<file path="config.mk">
export PLATFORM = sky130hd
export DESIGN_NAME = sv_multichan_top
export DESIGN_NICKNAME = d
export VERILOG_FILES = /design/src/rtl/sv_multichan_pkg.sv /design/src/rtl/sv_chan_unit.sv /design/src/rtl/sv_multichan_top.sv
export SDC_FILE = /design/constraint.sdc
export NUM_CORES = 1
export LEC_CHECK = 0
export BUFFER_PORTS_ARGS = -buffer_cell sky130_fd_sc_hd__buf_4
export CAP_MARGIN = 25
export CORE_UTILIZATION = 49
export DETAILED_ROUTE_END_ITERATION = 10
export PLACE_DENSITY_LB_ADDON = 0.1
export SETUP_SLACK_MARGIN = 0.02
export SLEW_MARGIN = 30
export SYNTH_ARGS = -nofsm -noshare
export SYNTH_HDL_FRONTEND = slang
export SYNTH_SLANG_ARGS = --single-unit
</file>
<file path="constraint.sdc">
create_clock -name clk -period 1.9 [get_ports clk]
set_input_delay 0.19 -clock clk [delete_from_list [all_inputs] [get_ports clk]]
set_output_delay 0.19 -clock clk [all_outputs]
set_load 0.05 [all_outputs]
</file>
<file path="src/rtl/sv_multichan_pkg.sv">
// sv_multichan_pkg: shared mode encoding and parameter range check for the multi-channel counter block
package sv_multichan_pkg;
  typedef enum logic {MODE_WRAP = 1'b0, MODE_SAT = 1'b1} mode_e;
  function automatic bit params_ok(int ch, int cw, int sw, int depth, int unsigned step);
    return ch inside {[1:8]} && cw inside {[2:32]} && sw inside {[1:16]} &&
           depth inside {[1:8]} && step >= 1 && longint'(step) < (longint'(1) << cw);
  endfunction
endpackage

</file>
<file path="src/rtl/sv_chan_unit.sv">
// sv_chan_unit: one channel - wrap/saturate event counter with sticky flag, plus a sig delay line
module sv_chan_unit import sv_multichan_pkg::*; #(
  parameter int          CW    = 22,
  parameter int          SW    = 2,
  parameter int          DEPTH = 1,
  parameter int unsigned STEP  = 1
) (
  input  logic          clk,
  input  logic          rst,
  input  logic          en,
  input  logic          clr,
  input  logic          mode,
  input  logic [SW-1:0] sig,
  output logic [SW-1:0] sig_out,
  output logic [CW-1:0] cnt,
  output logic          wrap_pulse,
  output logic          sat_flag
);
  logic [CW:0]   sum;
  logic [CW-1:0] cnt_q, cnt_d, sat_val;
  logic          wrap_q, wrap_d, sat_q, sat_d, sat_mode;
  logic [SW-1:0] dly_q [DEPTH];
  logic [SW-1:0] dly_d [DEPTH];
  always_comb begin
    sat_mode = mode_e'(mode) == MODE_SAT;
    // the carry out of the CW+1 bit sum is both the wrap and the saturation detect
    sum      = {1'b0, cnt_q} + (CW+1)'(STEP);
    sat_val  = sum[CW] ? '1 : sum[CW-1:0];
    cnt_d    = clr ? '0 : !en ? cnt_q : sat_mode ? sat_val : sum[CW-1:0];
    wrap_d   = !clr && en && !sat_mode && sum[CW];
    sat_d    = !clr && (sat_q || (en && sat_mode && &sat_val));
    dly_d[0] = sig;
    for (int i = 1; i < DEPTH; i++) dly_d[i] = dly_q[i-1];
  end
  always_ff @(posedge clk) begin
    if (!rst) begin
      cnt_q  <= '0;
      wrap_q <= 1'b0;
      sat_q  <= 1'b0;
      dly_q  <= '{default: '0};
    end else begin
      cnt_q  <= cnt_d;
      wrap_q <= wrap_d;
      sat_q  <= sat_d;
      dly_q  <= dly_d;
    end
  end
  assign cnt        = cnt_q;
  assign wrap_pulse = wrap_q;
  assign sat_flag   = sat_q;
  assign sig_out    = dly_q[DEPTH-1];
endmodule

</file>
<file path="src/rtl/sv_multichan_top.sv">
// sv_multichan_top: CH independent counter/delay channels packed onto flat buses
module sv_multichan_top import sv_multichan_pkg::*; #(
  parameter int          CH    = 2,
  parameter int          CW    = 22,
  parameter int          SW    = 2,
  parameter int          DEPTH = 1,
  parameter int unsigned STEP  = 1
) (
  input  logic             clk,
  input  logic             rst,
  input  logic [CH-1:0]    en,
  input  logic [CH-1:0]    clr,
  input  logic [CH-1:0]    mode,
  input  logic [CH*SW-1:0] sig,
  output logic [CH*SW-1:0] sig_out,
  output logic [CH*CW-1:0] outOther,
  output logic [CH-1:0]    wrap_pulse,
  output logic [CH-1:0]    sat_flag
);
  if (!params_ok(CH, CW, SW, DEPTH, STEP)) begin : g_bad
    $error("sv_multichan_top: parameter out of range");
  end
  for (genvar c = 0; c < CH; c++) begin : g_ch
    sv_chan_unit #(.CW(CW), .SW(SW), .DEPTH(DEPTH), .STEP(STEP)) u_chan (
      .clk        (clk),
      .rst        (rst),
      .en         (en[c]),
      .clr        (clr[c]),
      .mode       (mode[c]),
      .sig        (sig[c*SW +: SW]),
      .sig_out    (sig_out[c*SW +: SW]),
      .cnt        (outOther[c*CW +: CW]),
      .wrap_pulse (wrap_pulse[c]),
      .sat_flag   (sat_flag[c])
    );
  end
endmodule

</file>
==> impl_results.md, run 1 <==
* Status: complete, but fails checks
* Violated checks: setup timing
* Sw Pwr at between 0.4 and 0.5 mW
* Sw Share at 0.239
* Final net count at 476
* Dpl hpwl at between 6 and 7 mm
* Register bit total from synthesis at 52
* Starting Density at 0.520
* Skew-Pair Late Insertion Delay at 0.30 ns
* Area delta synth->final at 37.6%
* Final-report setup violation count at 1
* Cell area after synthesis at roughly 2900 sq um
* Final min period at just under 2 ns
* Post-synth EDFFs at 0
* Syn avg cell area at 7.88 sq um
* Avg WL per Cell at around 17 microns
* H-tree Lvls at 2
* Placer's final routability congestion estimate at 0.928
* Vias in the first global route at roughly 2800
* Via count at roughly 3200
* Fin cells at between 500 and 600
* Total CTS buffers at 5
* Die area at around 6300 sq um
* DR pass1 iterations at 5
* Inst Count DP at around 520
* Std-Cell Rows at 27
* Layout fillers at roughly 450
* Pwr per Cell Area at a little under 500 nW/um^2
* Synth cell count leaders: dfxtp_1 (52), nand2_1 (44), a21oi_1 (28)
* Worst Setup Start Kind: flop
* Layout cells sized above 1 at 0.380
* TNS Setup at -0.0265 ns
* Routed WL at between 9 and 10 mm
* VDD IR max at roughly 0.00031 V
* Synth Flop Type: dfxtp_1
* RSZ-0062 raised after global routing: yes
* Die Ht at about 79 microns
* Share of power burned in registers at 0.545
* P_leak at roughly 1.7 nW
* Tcrit/Tclk final at 1.01
* PortBufs at 63
* Kind of critical path: reg -> reg
* YS warnings at 0
* # DRC at 0
* Worst setup margin at -0.0265 ns
* Worst-path clk slew at 0.10 ns
* Dpl ws at -0.00805 ns
* Final Max Slew Viols at 0
* Count of clock tree sinks at 52
* Max-cap violations at 0
* CP max stage cell: nor4_4
* Clock Skew at 0.00537 ns
* Largest net degree at the start of global routing at 29
* Vias per inst at ~6.0
* Core Box Area at between 5000 and 6000 sq um
* Fmax at just over 500 MHz
* CP bufs+invs at 1
* ANT cells at 0
* Syn nets at roughly 390
* Boundary Pins at between 60 and 70
* Post-synthesis cell count at around 370
* Slew HR at 0.478
* CP peak stage delay at ~0.42 ns
* Unique cell type count in the Yosys netlist at 54
* CP top delay family: simple AND/OR/NAND/NOR gates
* Slew @ Worst Pin at ~0.8 ns
* Detailed Route Iter0 Violations at slightly below 300
* CTS tree: built
* CP required at between 2 and 2.5 ns
* Crit path max fanout at 5
* Sequential-to-total area share from yosys stat at 0.355
* Max Root-Sink Buffers at 2
* Biggest area consumer among synthesized cells: dfxtp_1
* Crit end category: flop
* Type of the most critical hold path: in -> reg
* Fin. Hold Viols at 0
* Initial antenna violation count at 0
* Clock power frac at 0.384
* Top cells by area, synth: dfxtp_1 (36%), nand2_1 (5.6%), a21oi_1 (4.8%)
* Post-route cell area at between 4000 and 5000 sq um
* Clk root buf: clkbuf_8
* Data arrival, critical path at ~2.1 ns
* Gate power share at 0.071
* Most frequent cell after synthesis: dfxtp_1
* Die extent in x at between 70 and 80 microns
* Synth async-reset ratio at 0
* First-pass GRT wire length at 13.9 mm
* Antenna viol nets, final at 0
* CP Cell Sequence: nand4_1, nor4_4, buf_4, nand2_1, a21o_1, a31oi_1, o32ai_2
* Placed inst area at roughly 3700 sq um
* Synth top area share at 0.355
* Internal Power at roughly 1.5 mW
* All-Layer GR Usage at 0.280
* Total gr overflow at 0
## path summary, 6_finish.rpt
path	endpoint	startpoint	depth (start not counted)	slack, ns
setup / recovery	g_ch[1].u_chan.sat_flag	g_ch[1].u_chan.cnt[9]	7	-0.03
hold / removal	g_ch[0].u_chan.wrap_pulse	mode[0]	2	0.06
setup reg to reg	g_ch[1].u_chan.sat_flag	g_ch[1].u_chan.cnt[9]	7	-0.03
hold reg to reg	g_ch[0].u_chan.cnt[0]	g_ch[0].u_chan.cnt[0]	1	0.51
## per-stage QoR
step	hold WS [ns]	power, mW	utilization
floorplan	0.267	1.20	-
global placement	0.380	1.25	0.660
detailed placement	0.386	1.25	0.660
CTS	0.0530	2.01	0.683
global route	0.0564	2.07	0.715
finish	0.0614	1.99	0.715
## power groups by stage
stage	sequential (mW)	clock [mW]	combinational [mW]
after floorplan	1.15	0	0.0513
after global routing	1.09	0.826	0.152
after CTS	1.10	0.784	0.133
after global placement	1.12	0	0.131
after detailed placement	1.12	0	0.132
final	1.09	0.765	0.142
## state kept, by name, summed over array words and instances, names as in the netlist
signal                  cells
g_ch.u_chan.cnt            44
g_ch.u_chan.sig_out         4
g_ch.u_chan.sat_flag        2
g_ch.u_chan.wrap_pulse      2
## cells in the final DEF, fill, tap and decap left out, types with 11 or more instances in the layout
cell type / netlist / routed
a21oi_1: 28 / 28
nand4_1: 11 / 11
a31oi_1: 16 / 16
buf_4: 5 / 104
a211oi_1: 11 / 11
dfxtp_1: 52 / 17
and3_1: 15 / 14
o21ai_0: 23 / 22
dfxtp_4: 0 / 15
dfxtp_2: 0 / 20
nand2_1: 44 / 43
nand3_1: 18 / 17
nor2_1: 27 / 26
## timing repair
action / in CTS / in global routing
hold buffers: 0 / 0
resized for setup: 3 / 25
endpoints found under the setup margin: 5 / 21
gates cloned: 0 / 1
setup buffers: 1 / 8
pin swaps: 2 / 15
## layout make-up
cell class                 instances  area [sq um]  area share
inverter                           6          22.5     0.00558
multi-input combinational        290          1860       0.461
tap                               72          90.1      0.0223
timing repair buffer             107           832       0.206
clock buffer                       6          72.6      0.0180
clock inverter                     2          35.0     0.00868
sequential                        52          1120       0.278
## metal layers
layer / global-route usage / part of all wire / vias to the layer above
met2: 0.407 / 0.43 / 165
met3: 0.0448 / 0.091 / 8
met5: 0 / 0 / -
li1: - / - / 1566
met4: 0.0600 / 0.0082 / 0
met1: 0.428 / 0.47 / 1497
## logic make-up (layout without fill, tap and decap cells)
kind of cell,after synthesis,in the layout,synth area share
xor+xnor,9,9,0.0269
buf+inv,30,121,0.0504
mux,2,2,0.00683
fa+ha+maj,2,2,0.00853
simple gates,177,177,0.341
compound gates,100,100,0.211
flops,52,52,0.355
(Power assumes the default switching activity.)
==> run 2: changes to the inputs <==
SETUP_SLACK_MARGIN = default   (was 0.02)
==> run 2 against run 1 <==
Sequential cell count did not move. Wire length is 5.6% lower. Critical endpoint is now g_ch[0].u_chan.sat_flag. Non-clock buffer count rose by 6. Worst setup slack gained 0.087 ns. Utilization fell by 0.44 points. Final cell count grew 1.1%. Design area fell by 0.62%. Power shrank 5.1%. Maximum frequency is 4.7% higher. The run now ends clean. Combinational power barely moved.
==> impl_results.md, run 2 (synthesized netlist as in run 1, its figures left out) <==
* Die area at between 6000 and 7000 sq um
* VDD IR max at around 0.00035 V
* P_leak at between 1.5 and 2 nW
* CP bufs+invs at 0
* Total CTS buffers at 5
* Final net count at ~480
* Placer's final routability congestion estimate at ~0.92
* Antenna viol nets, final at 0
* Starting Density at 0.520
* Std-Cell Rows at 27
* Post-CTS Hold Buffers at 0
* Area delta synth->final at 36.8%
* Commonest non-fill, non-tap cell in the layout: buf_4
* H-tree Lvls at 2
* Max-cap violations at 0
* Routed WL at ~8.5 mm
* Placed inst area at 3740 sq um
* Slew HR at 0.508
* Max Root-Sink Buffers at 2
* Detailed Route Iter0 Violations at around 400
* Vias per inst at 6.05
* Layout fillers at ~450
* Fmax at approximately 540 MHz
* Post-route cell area at around 4000 sq um
* Layout cells sized above 1 at 0.377
* Via count at ~3300
* Die Ht at ~80 microns
* Die extent in x at ~79 microns
* Commonest cells after routing, fill and taps aside: buf_4 (109), nand2_1 (43), a21oi_1 (27)
* First-pass GRT wire length at about 13 mm
* Data arrival, critical path at approximately 2.1 ns
* TNS Setup at 0 ns
* Dpl hpwl at 6.01 mm
* Count of clock tree sinks at 52
* Kind of critical path: reg -> reg
* Core Box Area at 5640 sq um
* Total gr overflow at 0
* Fin. Hold Viols at 0
* Avg WL per Cell at ~16 microns
* Hold Slack at roughly 0.064 ns
* Largest net degree at the start of global routing at 29
* Skew-Pair Late Insertion Delay at 0.31 ns
* Crit end category: flop
* Vias in the first global route at 2675
* Slew @ Worst Pin at 0.739 ns
* CP top delay family: simple AND/OR/NAND/NOR gates
* PortBufs at 63
* Initial antenna violation count at 0
* Final-report setup violation count at 0
* CP peak stage delay at 0.41 ns
* Worst-path clk slew at around 0.090 ns
* CP required at about 2.2 ns
* RSZ-0062 raised after global routing: yes
* Status: finished clean
* Largest register FFs at 44
* # DRC at 0
* CP Cell Sequence: ha_4, and3_1, nand2_1, o32ai_1, a31oi_1, nor4_1, a31o_2
* Inst Count DP at approximately 520
* Fin cells at roughly 540
* Final min period at between 1.5 and 2 ns
* Pwr per Cell Area at about 470 nW/um^2
* CTS tree: built
* DR pass1 iterations at 5
* Overall Power at roughly 1.9 mW
* Tcrit/Tclk final at 0.968
* Type of the most critical hold path: in -> reg
* Clk root buf: clkbuf_8
* Final Max Slew Viols at 0
* Crit path max fanout at 8
* Clock Skew at 0.00758 ns
* CP max stage cell: dfxtp_4
* All-Layer GR Usage at 0.271
* Boundary Pins at 64
* ANT cells at 0
* Worst Setup Start Kind: flop
-- run 2: what timing repair did --
item,4_1_cts,5_1_grt
setup buffers,0,10
pin swaps,1,11
setup endpoints to repair,3,28
endpoints found under the hold margin,0,0
gates resized for setup,2,21
-- run 2: final cells by class --
type	instances	area, sq um	share of cell area
sequential	52	1110	0.276
clock inverter	2	10.0	0.00250
tap	72	90.1	0.0225
clock buffer	6	82.6	0.0206
timing repair buffer	113	863	0.215
inverter	6	22.5	0.00562
multi-input combinational	290	1840	0.458
-- run 2: final timing paths --
kind                                       startpoint                        end  slack [ns]  depth (start not counted)
worst max-delay path            g_ch[0].u_chan.cnt[0]    g_ch[0].u_chan.sat_flag        0.06                          7
worst min-delay path                          mode[0]  g_ch[0].u_chan.wrap_pulse        0.06                          2
worst max register to register  g_ch[0].u_chan.cnt[0]    g_ch[0].u_chan.sat_flag        0.06                          7
worst min register to register  g_ch[1].u_chan.cnt[4]      g_ch[1].u_chan.cnt[4]        0.50                          1
-- run 2: per-stage QoR --
stage / setup slack (ns) / utilization
2_1_floorplan: -0.0350 / -
3_3_place_gp: 0.0192 / 0.662
3_5_place_dp: -0.0423 / 0.662
4_1_cts: 0.00584 / 0.681
5_1_grt: -0.0601 / 0.711
6_report: 0.0605 / 0.711
-- run 2: layer usage --
| metal | vias up | wire, microns | GRT usage |
|---|---|---|---|
| li1 | 1580 | - | - |
| met1 | 1502 | 4090 | 0.417 |
| met2 | 178 | 3630 | 0.372 |
| met3 | 14 | 697 | 0.0471 |
| met4 | 0 | 111 | 0.0855 |
| met5 | - | 0 | 0 |
-- run 2: where the power goes --
part	switching [mW]	internal (mW)
clock network	0.368	0.292
registers	0.00760	1.09
logic	0.0927	0.0466
total	0.468	1.42
==> run 3: changes to the inputs <==
CORE_MARGIN = 2   (was default)
==> run 3 against run 2 <==
Largest cell class unchanged. Via count fell by 0.31%. Clock power rose by 10%. Sequential cell count did not move. Final cell count fell by 0.37%.
==> impl_results.md, run 3 (synthesized netlist as in run 1, its figures left out) <==
* Vias per inst at 6.06
* Data arrival, critical path at ~2.0 ns
* Share of power burned in registers at 0.559
* Final min period at 1.83 ns
* Slew HR at 0.470
* Initial antenna violation count at 0
* Largest net degree at the start of global routing at 29
* Final Max Slew Viols at 0
* Skew-Pair Late Insertion Delay at around 0.31 ns
* Avg WL per Cell at between 15 and 20 microns
* Inst Count DP at approximately 530
* Sw Share at 0.249
* Worst Setup Start Kind: flop
* First-pass GRT wire length at 13.5 mm
* Clk root buf: clkbuf_8
* Gate power share at 0.071
* RSZ-0062 raised after global routing: yes
* Core Box Area at slightly below 6000 sq um
* Crit path max fanout at 3
* Antenna viol nets, final at 0
* ANT cells at 0
* Slew @ Worst Pin at about 0.79 ns
* Die area at between 6000 and 7000 sq um
* # DRC at 0
* Layout fillers at 504
* Layout cells sized above 1 at 0.384
* Status: finished clean
* Dpl ws at -0.00295 ns
* Sw Pwr at around 0.49 mW
* Final net count at 477
* Internal Power at between 1 and 1.5 mW
* Max-cap violations at 0
* Count of clock tree sinks at 52
* Fmax at 547 MHz
* Kind of critical path: reg -> reg
* VDD IR max at 0.000296 V
* P_leak at around 1.7 nW
* Commonest cells after routing, fill and taps aside: buf_4 (105), nand2_1 (42), nor2_1 (27), a21oi_1 (27), dfxtp_2 (25)
* Worst setup margin at ~0.073 ns
* Area delta synth->final at 36.4%
* Tcrit/Tclk final at 0.962
* Starting Density at 0.501
* Clock power frac at 0.370
* Fin. Hold Viols at 0
* Max Root-Sink Buffers at 2
* Fin cells at approximately 540
* Commonest non-fill, non-tap cell in the layout: buf_4
* H-tree Lvls at 2
* CP required at just over 2 ns
* CTS tree: built
* Worst-path clk slew at 0.10 ns
* Via count at 3264
* Total CTS buffers at 5
* Total gr overflow at 0
* Detailed Route Iter0 Violations at between 300 and 400
* Boundary Pins at 64
* Routed WL at around 8.5 mm
* PortBufs at 63
* Pwr per Cell Area at slightly below 500 nW/um^2
* Hold Slack at roughly 0.057 ns
* Die Ht at 81.4 microns
* Final-report setup violation count at 0
* Post-CTS Hold Buffers at 0
* DR pass1 iterations at 5
* Placer's final routability congestion estimate at 0.855
* Crit end category: flop
* Std-Cell Rows at 28
* Dpl hpwl at slightly above 6 mm
* Die extent in x at between 80 and 90 microns
* Largest register FFs at 44
* Type of the most critical hold path: in -> reg
* All-Layer GR Usage at 0.259
* Vias in the first global route at approximately 2700
* Clock Skew at about 0.011 ns
-- run 3: cell types whose count changed in the layout (fill, tap and decap cells not counted), moves of 2 or more --
cell,delta
nand2_4,+2
buf_6,-2
buf_4,-4
dfxtp_4,-3
dfxtp_2,+3
-- run 3: path summary, 6_finish.rpt --
check,cells past startpoint,end,slack (ns),from
setup / recovery,8,g_ch[1].u_chan.sat_flag,0.07,g_ch[1].u_chan.cnt[0]
hold / removal,2,g_ch[0].u_chan.wrap_pulse,0.06,mode[0]
setup reg to reg,8,g_ch[1].u_chan.sat_flag,0.07,g_ch[1].u_chan.cnt[0]
hold reg to reg,1,g_ch[0].u_chan.cnt[21],0.51,g_ch[0].u_chan.cnt[21]
-- run 3: what timing repair did --
item	CTS	global route
buffers inserted	0	5
pin swaps	1	18
resized for setup	0	25
setup endpoints to repair	1	29
endpoints found under the hold margin	0	0
gates cloned	0	1
-- run 3: cell type report --
type	count	area, sq um	area share
Multi-Input combinational cell	290	1860	0.465
Sequential cell	52	1100	0.275
Inverter	6	22.5	0.00563
Clock inverter	2	12.5	0.00313
Clock buffer	6	93.8	0.0235
Timing Repair Buffer	108	816	0.204
Tap cell	75	93.8	0.0235
-- run 3: layer usage --
metal,vias to the layer above,GRT usage,part of all wire
li1,1563,-,-
met1,1546,0.393,0.47
met2,148,0.370,0.44
met3,7,0.0478,0.076
met4,0,0.0763,0.0080
met5,-,0,0
-- run 3: power groups by stage --
stage,Sequential [mW],Combinational (mW),Clock [mW]
2_1_floorplan,1.15,0.0507,0
3_3_place_gp,1.12,0.135,0
3_5_place_dp,1.12,0.135,0
4_1_cts,1.10,0.136,0.742
5_1_grt,1.10,0.151,0.771
6_report,1.10,0.140,0.727
-- run 3: worst max-delay path, stage by stage (launching register included) --
cell and delay [ns]:
dfxtp_4 0.37, ha_4 0.15, nand4_4 0.10, nor4_4 0.36, buf_4 0.18, nand2_1 0.06
a21o_1 0.19, a31oi_2 0.18, o32ai_2 0.10
-- run 3: per-stage QoR --
stage                     area [sq um]  total power, mW  setup TNS, ns  utilization
after global routing              4000             2.02         -0.244        0.683
after detailed placement          3730             1.26       -0.00295        0.638
final                             4000             1.96              0        0.683
after floorplan                   3000             1.20        -0.0350            -
after global placement            3730             1.25              0        0.638
after CTS                         3840             1.97              0        0.656
